[src/rtl/uiaxis_vid_frame_arb_pkg.sv]
// Shared types and defaults for the frame-granular AXIS video arbiter.
// Holds the FSM encoding, channel indices and a saturating drop-count helper.
package uiaxis_vid_frame_arb_pkg;

    typedef enum logic {
        S_SEEK = 1'b0,
        S_PASS = 1'b1
    } state_t;

    localparam int CH0 = 0;
    localparam int CH1 = 1;

    localparam int DEF_DATA_W  = 32;
    localparam int DEF_V_LINES = 720;
    localparam int DEF_LCNT_W  = 12;

    // Adds 0..2 discarded beats to the drop counter, pinning at 0xFFFF.
    function automatic logic [15:0] sat_add16(
        input logic [15:0] a,
        input logic [1:0]  b
    );
        logic [16:0] s;
        s = {1'b0, a} + {15'd0, b};
        return s[16] ? 16'hFFFF : s[15:0];
    endfunction

endpackage

[src/rtl/uiaxis_vid_frame_arb_if.sv]
// AXI4-Stream video bundle (tdata/tkeep/tuser/tlast/tvalid/tready).
// master drives the payload and tvalid; slave drives tready.
interface uiaxis_vid_frame_arb_if #(
    parameter int DATA_W = 32
);
    logic [DATA_W-1:0]   tdata;
    logic [DATA_W/8-1:0] tkeep;
    logic                tuser;
    logic                tlast;
    logic                tvalid;
    logic                tready;

    modport master (
        output tdata, tkeep, tuser, tlast, tvalid,
        input  tready
    );

    modport slave (
        input  tdata, tkeep, tuser, tlast, tvalid,
        output tready
    );
endinterface

[src/rtl/uiaxis_rr_arb2.sv]
// Two-request round-robin picker, purely combinational.
// Ports: req[1:0] requests, last index of the previous winner, gnt one-hot.
module uiaxis_rr_arb2 (
    input  logic [1:0] req,
    input  logic [0:0] last,
    output logic [1:0] gnt
);
    always_comb begin
        gnt = req;
        // On a tie, favour whichever channel did not win last time.
        if (req == 2'b11) begin
            gnt = last[0] ? 2'b01 : 2'b10;
        end
    end
endmodule

[src/rtl/uiaxis_vid_frame_arb.sv]
// Frame-granular 2:1 AXIS video arbiter; grant only moves at frame boundaries.
// Ports: vid_clk_i/vid_rst_i, ch_en_i, s0_axis/s1_axis in, m_axis_vid out,
//        grant_o, frame_done_o, frame_err_o, drop_cnt_o (saturating).
module uiaxis_vid_frame_arb
    import uiaxis_vid_frame_arb_pkg::*;
#(
    parameter int DATA_W         = DEF_DATA_W,
    parameter int V_LINES        = DEF_V_LINES,
    parameter int LCNT_W         = DEF_LCNT_W,
    parameter int DROP_UNGRANTED = 1
) (
    input  logic                   vid_clk_i,
    input  logic                   vid_rst_i,
    input  logic [1:0]             ch_en_i,
    uiaxis_vid_frame_arb_if.slave  s0_axis,
    uiaxis_vid_frame_arb_if.slave  s1_axis,
    uiaxis_vid_frame_arb_if.master m_axis_vid,
    output logic [1:0]             grant_o,
    output logic                   frame_done_o,
    output logic                   frame_err_o,
    output logic [15:0]            drop_cnt_o
);

    localparam logic              DROP      = (DROP_UNGRANTED != 0);
    localparam logic [LCNT_W-1:0] LAST_LINE = LCNT_W'(V_LINES - 1);

    state_t              state_q, state_d;
    logic [1:0]          grant_q, grant_d;
    logic                last_q, last_d;
    logic [LCNT_W-1:0]   line_q, line_d;
    logic                first_q, first_d;
    logic [15:0]         drop_q, drop_d;
    logic                done_q, done_d;
    logic                err_q, err_d;

    logic [1:0]          vld, usr, rdy, drop_hit, cand, pick;
    logic                sel, is_pass;
    logic                g_vld, g_usr, g_lst, acc;
    logic [DATA_W-1:0]   g_data;
    logic [DATA_W/8-1:0] g_keep;

    assign vld[CH0] = s0_axis.tvalid;
    assign vld[CH1] = s1_axis.tvalid;
    assign usr[CH0] = s0_axis.tuser;
    assign usr[CH1] = s1_axis.tuser;

    // Only enabled channels sitting on a start-of-frame may compete.
    assign cand = ch_en_i & vld & usr;

    uiaxis_rr_arb2 u_rr (
        .req  (cand),
        .last (last_q),
        .gnt  (pick)
    );

    assign sel     = grant_q[CH1];
    assign is_pass = (state_q == S_PASS);

    assign g_vld  = sel ? vld[CH1] : vld[CH0];
    assign g_usr  = sel ? usr[CH1] : usr[CH0];
    assign g_lst  = sel ? s1_axis.tlast : s0_axis.tlast;
    assign g_data = sel ? s1_axis.tdata : s0_axis.tdata;
    assign g_keep = sel ? s1_axis.tkeep : s0_axis.tkeep;

    assign m_axis_vid.tdata  = g_data;
    assign m_axis_vid.tkeep  = g_keep;
    assign m_axis_vid.tuser  = g_usr;
    assign m_axis_vid.tlast  = g_lst;
    assign m_axis_vid.tvalid = is_pass & g_vld & ~vid_rst_i;

    assign acc = m_axis_vid.tvalid & m_axis_vid.tready;

    always_comb begin
        rdy      = '0;
        drop_hit = '0;
        for (int c = 0; c < 2; c++) begin
            if (vid_rst_i) begin
                rdy[c] = 1'b0;
            end else if (is_pass && grant_q[c]) begin
                rdy[c] = m_axis_vid.tready;
            end else if (!is_pass && ch_en_i[c]) begin
                // Drain mid-frame beats, hold the SOF for the pass phase.
                rdy[c] = vld[c] & ~usr[c];
            end else begin
                rdy[c] = DROP;
            end
            drop_hit[c] = vld[c] & rdy[c] & ~(is_pass & grant_q[c]);
        end
    end

    assign s0_axis.tready = rdy[CH0];
    assign s1_axis.tready = rdy[CH1];

    always_comb begin
        state_d = state_q;
        grant_d = grant_q;
        last_d  = last_q;
        line_d  = line_q;
        first_d = first_q;
        done_d  = 1'b0;
        err_d   = 1'b0;
        drop_d  = sat_add16(drop_q,
                            {1'b0, drop_hit[0]} + {1'b0, drop_hit[1]});
        unique case (state_q)
            S_SEEK: begin
                if (|pick) begin
                    state_d = S_PASS;
                    grant_d = pick;
                    first_d = 1'b1;
                    line_d  = '0;
                end
            end
            S_PASS: begin
                if (acc) begin
                    first_d = 1'b0;
                    if (g_usr && !first_q) begin
                        // Restarted frame: recount from this SOF.
                        err_d  = 1'b1;
                        line_d = g_lst ? LCNT_W'(1) : '0;
                    end else if (g_lst) begin
                        if (line_q == LAST_LINE) begin
                            done_d  = 1'b1;
                            last_d  = sel;
                            state_d = S_SEEK;
                            grant_d = '0;
                            line_d  = '0;
                        end else begin
                            line_d = line_q + 1'b1;
                        end
                    end
                end
            end
        endcase
    end

    always_ff @(posedge vid_clk_i) begin
        if (vid_rst_i) begin
            state_q <= S_SEEK;
            grant_q <= '0;
            last_q  <= 1'b1;
            line_q  <= '0;
            first_q <= 1'b1;
            drop_q  <= '0;
            done_q  <= 1'b0;
            err_q   <= 1'b0;
        end else begin
            state_q <= state_d;
            grant_q <= grant_d;
            last_q  <= last_d;
            line_q  <= line_d;
            first_q <= first_d;
            drop_q  <= drop_d;
            done_q  <= done_d;
            err_q   <= err_d;
        end
    end

    assign grant_o      = grant_q;
    assign frame_done_o = done_q & ~vid_rst_i;
    assign frame_err_o  = err_q & ~vid_rst_i;
    assign drop_cnt_o   = drop_q;

endmodule

[src/flat_wrapper.sv]
// flat-port wrapper written by rule: the top's interface ports become plain ports
module uiaxis_vid_frame_arb_flat import uiaxis_vid_frame_arb_pkg::*;
#(
    parameter int DATA_W         = DEF_DATA_W,
    parameter int V_LINES        = DEF_V_LINES,
    parameter int LCNT_W         = DEF_LCNT_W,
    parameter int DROP_UNGRANTED = 1
)
  (vid_clk_i, vid_rst_i, ch_en_i, grant_o, frame_done_o, frame_err_o, drop_cnt_o, s0_axis_tdata, s0_axis_tkeep, s0_axis_tuser, s0_axis_tlast, s0_axis_tvalid, s0_axis_tready, s1_axis_tdata, s1_axis_tkeep, s1_axis_tuser, s1_axis_tlast, s1_axis_tvalid, s1_axis_tready, m_axis_vid_tdata, m_axis_vid_tkeep, m_axis_vid_tuser, m_axis_vid_tlast, m_axis_vid_tvalid, m_axis_vid_tready);
  uiaxis_vid_frame_arb_if #(.DATA_W(DATA_W)) s0_axis_i ();
  uiaxis_vid_frame_arb_if #(.DATA_W(DATA_W)) s1_axis_i ();
  uiaxis_vid_frame_arb_if #(.DATA_W(DATA_W)) m_axis_vid_i ();
  input  logic vid_clk_i;
  input  logic vid_rst_i;
  input  logic [1:0] ch_en_i;
  output logic [1:0] grant_o;
  output logic frame_done_o;
  output logic frame_err_o;
  output logic [15:0] drop_cnt_o;
  input wire logic [$bits(s0_axis_i.tdata)-1:0] s0_axis_tdata;
  input wire logic [$bits(s0_axis_i.tkeep)-1:0] s0_axis_tkeep;
  input wire logic [$bits(s0_axis_i.tuser)-1:0] s0_axis_tuser;
  input wire logic [$bits(s0_axis_i.tlast)-1:0] s0_axis_tlast;
  input wire logic [$bits(s0_axis_i.tvalid)-1:0] s0_axis_tvalid;
  output wire logic [$bits(s0_axis_i.tready)-1:0] s0_axis_tready;
  input wire logic [$bits(s1_axis_i.tdata)-1:0] s1_axis_tdata;
  input wire logic [$bits(s1_axis_i.tkeep)-1:0] s1_axis_tkeep;
  input wire logic [$bits(s1_axis_i.tuser)-1:0] s1_axis_tuser;
  input wire logic [$bits(s1_axis_i.tlast)-1:0] s1_axis_tlast;
  input wire logic [$bits(s1_axis_i.tvalid)-1:0] s1_axis_tvalid;
  output wire logic [$bits(s1_axis_i.tready)-1:0] s1_axis_tready;
  output wire logic [$bits(m_axis_vid_i.tdata)-1:0] m_axis_vid_tdata;
  output wire logic [$bits(m_axis_vid_i.tkeep)-1:0] m_axis_vid_tkeep;
  output wire logic [$bits(m_axis_vid_i.tuser)-1:0] m_axis_vid_tuser;
  output wire logic [$bits(m_axis_vid_i.tlast)-1:0] m_axis_vid_tlast;
  output wire logic [$bits(m_axis_vid_i.tvalid)-1:0] m_axis_vid_tvalid;
  input wire logic [$bits(m_axis_vid_i.tready)-1:0] m_axis_vid_tready;
  assign s0_axis_i.tdata = s0_axis_tdata;
  assign s0_axis_i.tkeep = s0_axis_tkeep;
  assign s0_axis_i.tuser = s0_axis_tuser;
  assign s0_axis_i.tlast = s0_axis_tlast;
  assign s0_axis_i.tvalid = s0_axis_tvalid;
  assign s0_axis_tready = s0_axis_i.tready;
  assign s1_axis_i.tdata = s1_axis_tdata;
  assign s1_axis_i.tkeep = s1_axis_tkeep;
  assign s1_axis_i.tuser = s1_axis_tuser;
  assign s1_axis_i.tlast = s1_axis_tlast;
  assign s1_axis_i.tvalid = s1_axis_tvalid;
  assign s1_axis_tready = s1_axis_i.tready;
  assign m_axis_vid_tdata = m_axis_vid_i.tdata;
  assign m_axis_vid_tkeep = m_axis_vid_i.tkeep;
  assign m_axis_vid_tuser = m_axis_vid_i.tuser;
  assign m_axis_vid_tlast = m_axis_vid_i.tlast;
  assign m_axis_vid_tvalid = m_axis_vid_i.tvalid;
  assign m_axis_vid_i.tready = m_axis_vid_tready;
  uiaxis_vid_frame_arb #(.DATA_W(DATA_W), .V_LINES(V_LINES), .LCNT_W(LCNT_W), .DROP_UNGRANTED(DROP_UNGRANTED)) u_core (.vid_clk_i(vid_clk_i), .vid_rst_i(vid_rst_i), .ch_en_i(ch_en_i), .s0_axis(s0_axis_i), .s1_axis(s1_axis_i), .m_axis_vid(m_axis_vid_i), .grant_o(grant_o), .frame_done_o(frame_done_o), .frame_err_o(frame_err_o), .drop_cnt_o(drop_cnt_o));
endmodule
[config.mk]
export PLATFORM = sky130hd
export DESIGN_NAME = uiaxis_vid_frame_arb_flat
export DESIGN_NICKNAME = d
export VERILOG_FILES = /design/src/rtl/uiaxis_vid_frame_arb_pkg.sv /design/src/rtl/uiaxis_vid_frame_arb_if.sv /design/src/rtl/uiaxis_rr_arb2.sv /design/src/rtl/uiaxis_vid_frame_arb.sv /design/src/flat_wrapper.sv
export SDC_FILE = /design/constraint.sdc
export NUM_CORES = 1
export LEC_CHECK = 0
export CAP_MARGIN = 25
export CORE_MARGIN = 2
export CORE_UTILIZATION = 38
export CTS_BUF_LIST = sky130_fd_sc_hd__clkbuf_8
export CTS_CLUSTER_SIZE = 28
export DETAILED_ROUTE_END_ITERATION = 12
export HOLD_SLACK_MARGIN = 0.06
export PLACE_DENSITY_LB_ADDON = 0.2
export SYNTH_ARGS = -nofsm -noshare
export SYNTH_HDL_FRONTEND = slang
export SYNTH_SLANG_ARGS = --single-unit
[constraint.sdc]
create_clock -name vid_clk_i -period 3.4 [get_ports vid_clk_i]
set_input_delay 0.51 -clock vid_clk_i [delete_from_list [all_inputs] [get_ports vid_clk_i]]
set_output_delay 0.51 -clock vid_clk_i [all_outputs]
set_load 0.01 [all_outputs]
## Word level (Yosys, flattened, before mapping)

Index checks and enable logic that the tools add are counted.
W data, S select, Z words.

- Register bits: 35
- Input bits: 83
- Output and inout port bits: 61
- Logic and storage cells: 95

- $add $sub $neg: 3
- Equal/unequal tests: 8
- Multiplexer cells: 38
- Bitwise gates (word level): 24
- Reduce and logical (&&, ||, !) cells: 14

Operators with widths:

| cell | number |
|---|---|
| $mux W12 | 5 |
| $mux W32 | 1 |
| $pmux W12 S2 | 1 |
| $mux W1 | 19 |
| $add A16 B2 Y17 | 1 |
| $mux W16 | 1 |
| $mux W2 | 7 |
| $and A1 B1 Y1 | 13 |
| $add A12 B1 Y12 const B | 1 |
| $eq A12 B10 Y1 const B | 1 |
| $reduce_and A5 Y1 | 2 |
| $not A1 Y1 | 9 |
| $ne A2 B2 Y1 const B | 4 |
| $logic_and A1 B1 Y1 | 5 |
| $reduce_or A5 Y1 | 1 |
| $and A2 B2 Y2 | 2 |
| $mux W4 | 1 |
| $pmux W1 S2 | 2 |
| $pmux W2 S2 | 1 |
| $ne A3 B3 Y1 const B | 1 |
| $reduce_and A3 Y1 | 1 |
| $reduce_or A3 Y1 | 1 |
| $add A1 B1 Y2 | 1 |
| $eq A2 B2 Y1 const B | 1 |
| 4 further kinds | 5 |

## Logic depth before layout (Yosys ltp)

Gate-level depths: netlist of the first run.

- Depth after elaboration: 10
- Gate-level depth with buffers: 12

## Hierarchy

A second synthesis of the first run with hierarchy kept.

- Cells, all modules: 272
- Area total of the unflattened synthesis: 2308.5 um2

By module, submodules not included:

| module | times used | cells an instance | area an instance (um2) | seq. area each (um2) |
|---|---|---|---|---|
| uiaxis_vid_frame_arb | 1 | 269 | 2289.7 | 700.7 |
| uiaxis_rr_arb2 | 1 | 3 | 18.8 | 0.0 |

## Worst setup path after synthesis of the first run

OpenSTA, ideal clock, no wires.

- Path type: input to register
- Start point: input port vid_rst_i
- End point: register u_core.drop_q[10] (netlist: u_core.drop_cnt_o[10])
- Setup time: 71 ps
- Arrival time: 2454 ps
- Slack: 875 ps
- Stages on the path: 11
- Buffers on the path: 2
- Cells stage by stage: buf_2 inv_1 o2111ai_1 fa_1 inv_1 ha_1 nand4_1 nor2_1 nand4_1 clkbuf_1 a21oi_1

- Cells in the longest elaborated chain, start to end: 6
- Elaborated cells on any way between the ends: 9
- Classes of those cells: add/sub: 2; mux: 3; bitwise: 4

RTL lines:

| what | line | text |
|---|---|---|
| start, declared | flat_wrapper.sv:14 | `input logic vid_rst_i;` |
| $mux W1 | uiaxis_vid_frame_arb.sv:77 | `if (vid_rst_i) begin` |
| $and A1 B1 Y1 (2 in series) | uiaxis_vid_frame_arb.sv:87 | `drop_hit[c] = vld[c] & rdy[c] & ~(is_pass & grant_q[c]);` |
| $add A1 B1 Y2 | uiaxis_vid_frame_arb.sv:103 | `{1'b0, drop_hit[0]} + {1'b0, drop_hit[1]});` |
| $add A16 B2 Y17 | uiaxis_vid_frame_arb_pkg.sv:23 | `s = {1'b0, a} + {15'd0, b};` |
| $mux W16 | uiaxis_vid_frame_arb_pkg.sv:24 | `return s[16] ? 16'hFFFF : s[15:0];` |
| end signal, assigned | uiaxis_vid_frame_arb.sv:152 | `drop_q <= drop_d;` |
| end, declared | uiaxis_vid_frame_arb.sv:32 | `logic [15:0] drop_q, drop_d;` |

Parallel ways exist; a longest one is shown, timed or not.
A chain may end at the register's enable or synchronous reset.

## Worst setup path after layout of the first run

- Start point: register u_core.grant_q[1] (netlist: u_core.grant_o[1])
- End point: output port m_axis_vid_tdata[9]

- Cells in the longest elaborated chain, start to end: 1

RTL lines:

| what | line | text |
|---|---|---|
| start, declared | uiaxis_vid_frame_arb.sv:28 | `logic [1:0] grant_q, grant_d;` |
| start signal, assigned | uiaxis_vid_frame_arb.sv:148 | `grant_q <= grant_d;` |
| $mux W32 | uiaxis_vid_frame_arb.sv:62 | `assign g_data = sel ? s1_axis.tdata : s0_axis.tdata;` |
| end, declared | flat_wrapper.sv:32 | `output wire logic [$bits(m_axis_vid_i.tdata)-1:0] m_axis_vid_tdata;` |

Every way passes these cells.

==> summary.md, run 1 <==
| Metric | Value |
|---|---|
| First-pass GRT wire length | 11950 um |
| Flop-to-flop setup slack | 0.82 ns |
| Final nets | 496 |
| DIE AREA | 6666 um^2 |
| P&R area growth vs syn | 69.36% |
| Worst Reg2Reg Path Length in Cells | 9 |
| F_max | 357.4 MHz |
| Die W | 81.65 um |
| TritonCTS clock tree | yes |
| DR iter-0 viols | 92 |
| DR pass1 iterations | 4 |
| RePlAce Congestion | 0.8286 |
| Psw | 0.0002816 W |
| Via count | 2557 |
| Die H | 81.65 um |
| Clk sinks | 35 |
| CTS buffer count | 5 |
| Pwr per Cell Area | 273.2 nW/um^2 |
| Ant. Diodes | 0 |
| RR Startpoint | u_core.is_pass$_SDFF_PP0_ |
| Status | finished, final reports clean |
| GRT overflow | 0 |
| Maximum VDD drop | 0.2109 mV |
| IO Port Bufs | 143 |
| Post-DRT Antenna Nets | 0 |
| Vias in the first global route | 2517 |
| DR WL/cell | 15.77 um |
| Async set or reset register ratio after synthesis | 0% |
| Max_slew headroom | 59.82% |
| Maximum capacitance violations | 0 |
| Switch share | 26.56% |
| Post-synth net total | 353 |
| Hold Path Class | flip-flop to flip-flop |
| Maximum level of the CTS H-tree | 2 |
| Count of unique library cells instantiated by Yosys | 52 |
| Worst-path clk slew | 0.07 ns |
| Clock power share | 26.7% |
| Post-synthesis sequential area ratio | 30.58% |
| Layout cell share with drive strength beyond 1 | 14.60% |
| Hold-fix buffers at CTS | 0 |
| Reg-to-Reg End | u_core.drop_cnt_o[12]$_SDFF_PP0_ |
| Post-CTS sizing | 0 |
| Commonest non-fill, non-tap cells in the layout | clkdlybuf4s50_1 (143), mux2_2 (36), dfxtp_1 (34), a21oi_1 (22), inv_1 (21) |
| Fraction of the cycle the final worst path needs | 82.30% |
| Final Hold Fails | 0 |
| CP endpoint kind | output port |
| Final slew viol count | 0 |
| Worst Tran Pin Value | 0.6028 ns |
| Fin Setup TNS | 0 ns |
| Post-DP HPWL | 6139 um |
| Core box area | 5886 um^2 |
| Hold WS | 0.4675 ns |
| Worst-path fanout max | 27 |
| Drt total wl | 7666 um |
| Largest net degree at the start of global routing | 28 |
| Final count of negative-setup-slack endpoints | 0 |
| Period minus WS final | 2.798 ns |
| Post-synthesis register bit count | 35 |
| Unrepaired setup endpoints after global routing | false |
| Comb pwr share | 32.4% |
| Max Buffers Root-to-Sink | 2 |
| Area of the mapped netlist | 2291 um^2 |
| Main synth FF type | dfxtp_1 |
| Sequential share of power | 40.9% |
| Total GRT Usage | 23.53% |
| Starting Density | 38.92% |
| Crit path from | u_core.grant_o[1]$_SDFFE_PP0P_ |
| Commonest non-fill, non-tap cell in the layout | clkdlybuf4s50_1 |
| Clk_skew | 0.004009 ns |
| Capture point of the worst path | m_axis_vid_tdata[9] |
| Residual DRC | 0 |
| Worst path arrival time | 2.29 ns |
| Synth Warn # | 0 |
| Int Power | 0.0007786 W |
| # Post-CTS Setup Buffers | 0 |
| I/O pin total | 144 |
| Leakage | 1.380 nW |
| Worst-Skew Late Latency | 0.29 ns |
| Setup crit start kind | flip-flop |
| Vias per std cell | 5.261 |
| Syn Area/Cell | 8.580 um^2 |
| Row cnt | 28 |
| Initial antenna violation count | 0 |
| Number of flops mapped to enable cells by yosys | 0 |
| Crit path required time | 2.89 ns |
| Cells after Synth | 267 |
| Worst setup path class | flip-flop to output port |
| CTS Root Cell | clkbuf_8 |
## critical path, cell delays in order, from the launching register on
cell and delay [ns]:
dfxtp_2 0.72, buf_4 0.39, mux2_2 0.37, clkdlybuf4s50_1 0.52
## layout make-up
| type | count | area (um^2) |
|---|---|---|
| clock buffers | 5 | 68.82 |
| repair buffers | 149 | 1474 |
| well taps | 75 | 93.84 |
| multi-input cells | 200 | 1458 |
| fillers | 490 | 2006 |
| flip-flops and latches | 35 | 701.9 |
| clock inverters | 3 | 12.51 |
| inverters | 19 | 71.32 |
## metal layers
metal	vias to the layer above	GRT usage, %	share of wire, %
met5	-	0	0
met4	0	7.167	1.7
met3	10	9.890	9.3
met2	86	41.48	50
met1	1204	25.64	39
li1	1257	-	-
## synth_stat cells, types with 3 or more instances
| cell | count | area (um^2) |
|---|---|---|
| a211oi_1 | 3 | 22.52 |
| xor2_1 | 4 | 35.03 |
| nor3_1 | 4 | 20.02 |
| a21oi_1 | 22 | 110.1 |
| nor2b_1 | 3 | 18.77 |
| o21ai_1 | 5 | 25.02 |
| xnor2_1 | 5 | 43.79 |
| nand4_1 | 7 | 43.79 |
| nand2b_1 | 4 | 25.02 |
| inv_1 | 19 | 71.32 |
| o21ai_0 | 9 | 45.04 |
| dfxtp_1 | 35 | 700.7 |
| or4_1 | 7 | 52.55 |
| nor2_1 | 14 | 52.55 |
| mux2_2 | 36 | 405.4 |
| clkbuf_1 | 7 | 26.28 |
| and3_1 | 5 | 31.28 |
| buf_2 | 4 | 20.02 |
| nand3_1 | 9 | 45.04 |
| or3_1 | 5 | 31.28 |
| nand2_1 | 20 | 75.07 |
## stage by stage
stage                     worst slack [ns]  power [W]  area, um^2  util [%]  instances
after CTS                           0.5736   0.001070        3880     65.92        486
after global routing                0.4470   0.001110        3880     65.92        486
final                               0.6018   0.001060        3880     65.92        486
after floorplan                     0.8755  0.0005732        2291         -        267
after global placement              0.4501  0.0007812        3794     64.46        477
after detailed placement            0.3835  0.0007842        3799     64.54        478
## registers in the layout, indices dropped and copies added, names as in the netlist
signal             flops
u_core.first_q         1
u_core.grant_o         2
u_core.is_pass         1
u_core.last_q          1
u_core.line_q         12
u_core.drop_cnt_o     16
u_core.done_q          1
u_core.err_q           1
## power groups by stage
stage / clock, W / combinational [W] / sequential (W)
after floorplan: 0 / 0.000140 / 0.000433
after global placement: 0 / 0.000338 / 0.000443
after detailed placement: 0 / 0.000341 / 0.000443
after CTS: 0.000291 / 0.000345 / 0.000434
after global routing: 0.000305 / 0.000369 / 0.000435
final: 0.000283 / 0.000343 / 0.000434
## how the worst min path moves through the flow
stage / start / endpoint / slack, ns / cells past startpoint
after floorplan: u_core.line_q[11]$_SDFFE_PP0P_ / u_core.line_q[11]$_SDFFE_PP0P_ / 0.44 / 2
after global placement: u_core.line_q[11]$_SDFFE_PP0P_ / u_core.line_q[11]$_SDFFE_PP0P_ / 0.45 / 2
after detailed placement: u_core.line_q[11]$_SDFFE_PP0P_ / u_core.line_q[11]$_SDFFE_PP0P_ / 0.46 / 2
after CTS: u_core.line_q[11]$_SDFFE_PP0P_ / u_core.line_q[11]$_SDFFE_PP0P_ / 0.47 / 2
after global routing: u_core.line_q[11]$_SDFFE_PP0P_ / u_core.line_q[11]$_SDFFE_PP0P_ / 0.50 / 2
final: u_core.line_q[11]$_SDFFE_PP0P_ / u_core.line_q[11]$_SDFFE_PP0P_ / 0.47 / 2
## logic make-up after synthesis
family                   count (synthesis)  share of synthesized area, %
multiplexers                            40                         20.15
flip-flops                              35                         30.58
adder cells (fa/ha/maj)                  3                         1.966
AO/OA/AOI/OAI                           58                         15.68
XOR/XNOR                                 9                         3.440
AND/OR/NAND/NOR                         90                         22.39
buffers and inverters                   32                         5.789
Note: power is estimated with default switching activity, not from simulation.
==> run 2, diff against run 1 <==
==> constraint.sdc (replaced) <==
create_clock -name vid_clk_i -period 2.6 [get_ports vid_clk_i]
set_input_delay 0.39 -clock vid_clk_i [delete_from_list [all_inputs] [get_ports vid_clk_i]]
set_output_delay 0.39 -clock vid_clk_i [all_outputs]
set_load 0.01 [all_outputs]
==> run 2 against run 1 <==
Effect of this change:
- via count is 1.4% higher
- power is 34% higher
- sequential power is 29% higher
- global-route usage is 0.12 points higher
- combinational power is 38% higher
- utilization is 2.6 points higher
- register-to-register slack worse by 0.44 ns
- sequential share of layout area is 0.64 points lower
- non-clock buffer count is 18 higher
- cell area is 3.9% higher
- critical path type is now primary input to output port
- critical endpoint is now m_axis_vid_tvalid
- largest power group unchanged
- cell count is 3.9% higher
- largest cell class unchanged
==> summary.md, run 2 (same netlist as run 1, synthesis figures left out) <==
| Metric | Value |
|---|---|
| Hold Path Class | flip-flop to flip-flop |
| Hold WS | 0.4684 ns (+0.0009700 ns) |
| Worst-path fanout max | 26 (-3.7%) |
| DR WL/cell | 15.52 um (-1.6%) |
| Row cnt | 28 (unchanged) |
| Post-CTS sizing | 0 (unchanged) |
| Largest register FFs | 16 (unchanged) |
| Unrepaired setup endpoints after global routing | false |
| Layout cell share with drive strength beyond 1 | 19.11% (+4.5 points) |
| Core box area | 5886 um^2 (unchanged) |
| Vias per std cell | 5.135 (-2.4%) |
| Status | finished, final reports clean |
| Design area | 4030 um^2 (+3.9%) |
| Worst-path clk slew | 0.07 ns (about the same) |
| Worst setup path class | primary input to output port |
| Via count | 2593 (+1.4%) |
| Post-DRT Antenna Nets | 0 (unchanged) |
| Max Buffers Root-to-Sink | 2 (unchanged) |
| DIE AREA | 6666 um^2 (unchanged) |
| Period minus WS final | 2.442 ns |
| Final Power | 0.001420 W (+34%) |
| Commonest non-fill, non-tap cell in the layout | clkdlybuf4s50_1 |
| GRT overflow | 0 (unchanged) |
| Leakage | 1.461 nW (+5.9%) |
| Residual DRC | 0 (unchanged) |
| Total GRT Usage | 23.64% (+0.12 points) |
| Maximum capacitance violations | 0 (unchanged) |
| I/O pin total | 144 (unchanged) |
| Final count of negative-setup-slack endpoints | 0 (unchanged) |
| Final nets | 514 (+3.6%) |
| Final Hold Fails | 0 (unchanged) |
| CTS buffer count | 5 (unchanged) |
| Hold-fix buffers at CTS | 0 (unchanged) |
| Post-Route Utilization | 68.47% (+2.6 points) |
| Maximum VDD drop | 0.1995 mV (-5.4%) |
| TritonCTS clock tree | yes |
| Worst-Skew Late Latency | 0.29 ns (about the same) |
| Clk sinks | 35 (unchanged) |
| Cell area after placement | 3929 um^2 (+3.4%) |
| Starting Density | 38.92% (unchanged) |
| Die W | 81.65 um (unchanged) |
| Commonest non-fill, non-tap cells in the layout | clkdlybuf4s50_1 (143), mux2_2 (36), dfxtp_1 (33), buf_4 (23), a21oi_1 (22) |
| Worst path arrival time | 2.05 ns (-0.24 ns) |
| # Post-CTS Setup Buffers | 0 (unchanged) |
| Clk_skew | 0.005237 ns (+0.001227 ns) |
| Initial antenna violation count | 1 (+1) |
| Pwr per Cell Area | 352.4 nW/um^2 (+29%) |
| Largest net degree at the start of global routing | 27 (-3.6%) |
| Post-DP HPWL | 6382 um (+4.0%) |
| Crit path required time | 2.21 ns (-0.68 ns) |
| Vias in the first global route | 2514 (-0.12%) |
| Max_slew headroom | 71.77% (+12 points) |
| F_max | 409.5 MHz |
| Setup crit start kind | primary input |
| CTS Root Cell | clkbuf_8 |
| Fraction of the cycle the final worst path needs | 93.92% |
| IO Port Bufs | 143 (unchanged) |
| DR pass1 iterations | 4 (unchanged) |
| First-pass GRT wire length | 11970 um (+0.18%) |
| Maximum level of the CTS H-tree | 2 (unchanged) |
| RePlAce Congestion | 0.8813 (+6.4%) |
| Final slew viol count | 0 (unchanged) |
| Worst Tran Pin Value | 0.4234 ns (-0.1794 ns) |
| P&R area growth vs syn | 75.92% |
| # fillers | 496 (+1.2%) |
| Die H | 81.65 um (unchanged) |
| Drt total wl | 7840 um (+2.3%) |
| DR iter-0 viols | 135 (+47%) |
| CP endpoint kind | output port |
==> run 2: cell type report <==
class,count,area (um^2),area share [%]
clock buffers,5,68.82,1.708
flip-flops and latches,35,703.2,17.45
inverters,19,71.32,1.770
multi-input cells,200,1465,36.36
well taps,75,93.84,2.328
diodes,1,2.502,0.06209
repair buffers,167,1609,39.93
clock inverters,3,16.27,0.4036
==> run 2: critical path, stage by stage <==
cell,delay (ns)
clkdlybuf4s50_1,0.44
buf_4,0.24
nand2b_1,0.24
nor2_1,0.15
clkdlybuf4s50_1,0.57
==> run 2: stage by stage <==
stage,TNS (ns),instances,worst slack [ns]
final,0,505,0.1581
after global routing,0,505,0.02461
after CTS,0,503,0.1070
after detailed placement,-3.030,495,-0.1925
after global placement,-0.6595,495,-0.07884
after floorplan,0,267,0.08816
==> run 2: report_power, final <==
group | switching [W] | internal (W) | total, W
logic | 0.000169 | 0.000304 | 0.000473
registers | 0.0000123 | 0.000546 | 0.000558
clock network | 0.000206 | 0.000183 | 0.000389
==> run 2: final timing paths <==
check	endpoint	startpoint	depth (start not counted)	slack (ns)
hold reg to reg	u_core.line_q[11]$_SDFFE_PP0P_	u_core.line_q[11]$_SDFFE_PP0P_	2	0.47
setup reg to reg	u_core.drop_cnt_o[8]$_SDFF_PP0_	u_core.is_pass$_SDFF_PP0_	11	0.38
setup / recovery	m_axis_vid_tvalid	vid_rst_i	5	0.16
hold / removal	u_core.line_q[11]$_SDFFE_PP0P_	u_core.line_q[11]$_SDFFE_PP0P_	2	0.47
==> run 2: metal layers <==
layer	global-route usage, %	routed length, um	vias to the layer above
met5	0	0	-
met4	7.500	81	0
met3	8.462	686	7
met2	41.72	3967	101
met1	26.51	3105	1191
li1	-	-	1294
